File: config.mk
export PLATFORM = sky130hd
export DESIGN_NAME = melodia_secuenciador
export DESIGN_NICKNAME = d
export VERILOG_FILES = /design/src/rtl/melodia_secuenciador.sv
export SDC_FILE = /design/constraint.sdc
export NUM_CORES = 1
export LEC_CHECK = 0
export CAP_MARGIN = 20
export CORE_UTILIZATION = 44
export DETAILED_ROUTE_END_ITERATION = 16
export PLACE_DENSITY = 0.69
export SLEW_MARGIN = 0
export SYNTH_ARGS = -nofsm -noshare
export SYNTH_HDL_FRONTEND = slang
export SYNTH_SLANG_ARGS = --single-unit
File: constraint.sdc
create_clock -name clk -period 2.18 [get_ports clk]
set_input_delay 0.654 -clock clk [delete_from_list [all_inputs] [get_ports clk]]
set_output_delay 0.654 -clock clk [all_outputs]
set_load 0.05 [all_outputs]
File: src/rtl/melodia_secuenciador.sv
// Melody sequencer: walks a {note, duration} table in a synchronous ROM and drives the
// tone-mux select for dur*TICK_DIV clocks per entry, followed by an optional silent gap.
module melodia_secuenciador #(
  parameter int unsigned TICK_DIV  = 2500000,
  parameter int unsigned ADDR_W    = 8,
  parameter int unsigned NOTE_W    = 4,
  parameter int unsigned DUR_W     = 4,
  parameter int unsigned GAP_TICKS = 1
) (
  input  logic                    clk,
  input  logic                    rst_n,
  input  logic                    start,
  input  logic                    stop,
  input  logic                    loop_en,
  output logic [ADDR_W-1:0]       rom_addr,
  input  logic [NOTE_W+DUR_W-1:0] rom_data,
  output logic [NOTE_W-1:0]       note_sel,
  output logic                    note_en,
  output logic                    beat_tick,
  output logic                    busy,
  output logic                    done
);

  localparam int unsigned PreW = $clog2(TICK_DIV);
  localparam int unsigned GapW = $clog2(GAP_TICKS + 2);
  localparam logic [PreW-1:0] PreMax  = PreW'(TICK_DIV - 1);
  localparam logic [PreW-1:0] PreLast = PreW'(TICK_DIV - 2);

  typedef enum logic [2:0] {
    StIdle,
    StFetch,
    StWait,
    StPlay,
    StGap,
    StDone
  } state_e;

  state_e            state;
  logic [ADDR_W-1:0] ptr;
  logic [PreW-1:0]   presc;
  logic [DUR_W-1:0]  dur_cnt;
  logic [GapW-1:0]   gap_cnt;

  logic [DUR_W-1:0]  rom_dur;
  logic [NOTE_W-1:0] rom_note;
  logic              tick;

  assign rom_dur  = rom_data[DUR_W-1:0];
  assign rom_note = rom_data[NOTE_W+DUR_W-1 -: NOTE_W];
  assign tick     = (presc == PreMax);
  // The pointer register is the ROM address, so FETCH presents it with no extra stage.
  assign rom_addr = ptr;

  always_ff @(posedge clk or negedge rst_n) begin
    if (!rst_n) begin
      state     <= StIdle;
      ptr       <= '0;
      presc     <= '0;
      dur_cnt   <= '0;
      gap_cnt   <= '0;
      note_sel  <= '0;
      note_en   <= 1'b0;
      beat_tick <= 1'b0;
      busy      <= 1'b0;
      done      <= 1'b0;
    end else if (stop) begin
      state     <= StIdle;
      ptr       <= '0;
      presc     <= '0;
      note_en   <= 1'b0;
      beat_tick <= 1'b0;
      busy      <= 1'b0;
      done      <= 1'b0;
    end else begin
      done      <= 1'b0;
      beat_tick <= 1'b0;
      // Beat prescaler runs only while a note or gap is being timed.
      if (state == StPlay || state == StGap) begin
        presc     <= tick ? '0 : presc + PreW'(1);
        beat_tick <= !tick && (presc == PreLast);
      end
      unique case (state)
        StIdle: begin
          if (start) begin
            state <= StFetch;
            ptr   <= '0;
            busy  <= 1'b1;
          end
        end
        StFetch: begin
          state <= StWait;
        end
        StWait: begin
          if (rom_dur != '0) begin
            note_sel <= rom_note;
            dur_cnt  <= rom_dur;
            presc    <= '0;
            note_en  <= 1'b1;
            state    <= StPlay;
          end else if (loop_en && ptr != '0) begin
            ptr   <= '0;
            state <= StFetch;
          end else begin
            done  <= 1'b1;
            state <= StDone;
          end
        end
        StPlay: begin
          if (tick) begin
            if (dur_cnt > DUR_W'(1)) begin
              dur_cnt <= dur_cnt - DUR_W'(1);
            end else begin
              note_en <= 1'b0;
              if (GAP_TICKS != 0) begin
                gap_cnt <= GapW'(GAP_TICKS);
                state   <= StGap;
              end else begin
                ptr   <= ptr + ADDR_W'(1);
                state <= StFetch;
              end
            end
          end
        end
        StGap: begin
          if (tick) begin
            if (gap_cnt > GapW'(1)) begin
              gap_cnt <= gap_cnt - GapW'(1);
            end else begin
              ptr   <= ptr + ADDR_W'(1);
              state <= StFetch;
            end
          end
        end
        StDone: begin
          busy  <= 1'b0;
          state <= StIdle;
        end
        default: begin
          state <= StIdle;
        end
      endcase
    end
  end

endmodule
==> reports/metrics.cfg <==
[power_and_ir_drop]
ir_worst_vdd_v = 0.000322
power_density_nw_per_um2 = 646
leakage_nw = 1.60
total_power_mw = 2.27

[logic_synthesis]
ys.flop_type = dfrtp_1
ys_seq_elements = 47
synthCells = 284
synth_top_cell_by_area = dfrtp_1
synthTopCellsByArea = dfrtp_1 43%, nor2_1 5.0%, xnor2_1 3.9%
synthArstFlopShare_pct = 100
yosysUniqueCellTypes = 56
syn_area_um2 = 2720
avgSynthCellArea_um2 = 9.58
synth_fp_nets = 304
yosysSeqAreaShare_pct = 43.2
synth-edff-count = 0
synth_top_area_share_pct = 43.2
yosys_warnings = 0

[place]
placed_cell_area_um2 = 3290
placedCellCount = 408
dp_slack_ns = -0.521
dpl.hpwl_um = 4450
portBuffers = 28
routabilityCongestion = 0.792

[finish]
final_common_cell = dfrtp_1
fin_nets = 366
finalNonFillerCells = 422
syn_to_final_growth_pct = 29.2
multi_input_area_um2 = 1530
final_util_pct = 59.0
drive_gt1_share_pct = 26.2
fill_cells = 536
mostFrequentLayoutCells = 47 x dfrtp_1, 37 x buf_4, 30 x nor2_1, 18 x nand2_1, 13 x clkdlybuf4s50_1
final_area_um2 = 3510
diodes = 0
regArea_um2 = 1180

[die]
start_util_pct = 45.7
die_area_um2 = 6500
rows = 28
ios = 29
die_height_um = 80.6
die_w_um = 80.6
core_area_um2 = 5960

[routing]
drtPass1Iterations = 4
vias = 2330
viasPerCell = 5.52
ant_nets = 0
drt_wl_total_um = 6240
drt-initial-drc-count = 108
routedWlPerCell_um = 14.8
drc_errors = 0

[critical_path]
worstPathCellList = or4b_1 > or4_4 > o31ai_4 > nand3_4 > mux2_4
worst-path-stages = 5
worstSetupPathType = reg -> reg
reg2reg_from = presc[14]
worstSetupStartpointType = flop
cp_top_family = simple AND/OR/NAND/NOR gates
cp_slowest_stage_delay_ns = 0.51
path_buf_inv = 0
cp.arrival_ns = 2.41
ff2ff_setup_slack_ns = -0.03
rr_worst_depth = 5
crit_slowest_cell = or4b_1
cp_data_required_time_ns = 2.38
path_max_fanout = 8
r2r-end = rom_addr[0]
endpoint_kind = flop

[clock_tree]
cts_made_buffers = 5
postCtsHoldBufs = 0
cts_buffer_depth = 2
cts-root-buf = clkbuf_8
insertion_delay_ns = 0.31
htree_levels = 2
cts_tree = built
clkTransAtPathRegs_ns = 0.09
clock_sinks = 47

[sta]
post-route-min-period_ns = 2.21
finalClockSkew_ns = 0.00526
fmax_mhz = 452
tightest_slew_ns = 0.502
maxSlewViolCount = 0
hold_viol = 0
finalSetupViolations = 3
slew_headroom_pct = 66.4
fin_ws_ns = -0.0321
period_share_pct = 101
rsz0062_at_grt = yes

[status]
outcome = finished with violations
violations = setup timing

[global_route]
grt_pass1_wl_um = 10300
grt_pass1_vias = 2122
grt_antenna_before_repair = 0
grt_max_degree = 48
grt_usage_pct = 20.8
grt_overflow = 0

[job]
drv_cap = 0

[min_path]
hold_class = in -> async

==> worst reg2reg max path, delay by kind of cell, from the launching register on <==
family | cells | cell delay, ns
simple gates | 3 | 1.15
flops | 1 | 0.40
mux | 1 | 0.30
compound gates | 1 | 0.26
==> per-stage QoR <==
stage	setup TNS, ns	hold slack (ns)
final	-0.0560	0.301
after global placement	-13.87	0.486
after floorplan	0	0.358
after detailed placement	-14.51	0.498
after CTS	-0.0540	0.326
after global routing	-1.84	0.327
==> registers in the layout (all words and copies together) (netlist names) <==
| signal | cells |
|---|---|
| done | 1 |
| note_en | 1 |
| state | 3 |
| dur_cnt | 4 |
| presc | 22 |
| busy | 1 |
| rom_addr | 8 |
| note_sel | 4 |
| gap_cnt | 2 |
| beat_tick | 1 |
==> where the power goes <==
part,internal (mW),switching [mW]
clock network,0.227,0.319
registers,0.964,0.0818
logic,0.287,0.390
==> Yosys cell counts, drive strengths merged, types with 7 or more instances <==
| cell type | instances |
|---|---|
| a21oi | 15 |
| and3 | 10 |
| dfrtp | 47 |
| ha | 7 |
| inv | 12 |
| nand2 | 18 |
| nand3 | 9 |
| nor2 | 36 |
| nor3 | 12 |
| o21ai | 9 |
| xnor2 | 12 |
| xor2 | 9 |
==> cell families (layout without fill, tap and decap cells) <==
family          count (synthesis)  count (layout)  synth area share (%)
buf+inv                        22              85                  3.45
fa+ha+maj                       7               7                  3.22
mux                             7               7                  2.81
simple gates                  126             126                  26.0
xor+xnor                       21              21                  6.76
flops                          47              47                  43.2
compound gates                 54              54                  14.5
==> layout make-up <==
| type | instances | share of cell area (%) |
|---|---|---|
| Timing Repair Buffer | 65 | 16.4 |
| Inverter | 12 | 1.28 |
| Multi-Input combinational cell | 215 | 43.7 |
| Clock buffer | 5 | 1.96 |
| Clock inverter | 3 | 0.534 |
| Tap cell | 75 | 2.67 |
| Sequential cell | 47 | 33.5 |
==> what timing repair did <==
action                     CTS  global route
setup buffers                2             4
setup endpoints to repair   37            39
pin swaps                    5             7
resized for setup           13            22
==> how the worst max path moves through the flow <==
| stage | start | end | slack [ns] |
|---|---|---|---|
| 2_1_floorplan | presc[14] | rom_addr[0] | 0.01 |
| 4_1_cts | presc[14] | rom_addr[0] | -0.04 |
| 5_1_grt | presc[14] | rom_addr[0] | -0.11 |
| 3_3_place_gp | rom_data[0] | rom_addr[0] | -0.48 |
| 6_report | presc[14] | rom_addr[0] | -0.03 |
| 3_5_place_dp | rom_data[0] | rom_addr[0] | -0.52 |
==> layer usage <==
metal | GRT usage (%) | routed length [um] | part of all wire, % | up-vias
met3 | 4.09 | 211 | 3.4 | 8
met4 | 5.89 | 66 | 1.1 | 0
li1 | - | - | - | 1143
met5 | 0 | 0 | 0 | -
met1 | 27.9 | 2850 | 46 | 1136
met2 | 34.0 | 3110 | 50 | 43
Note: power is estimated with default switching activity, not from simulation.
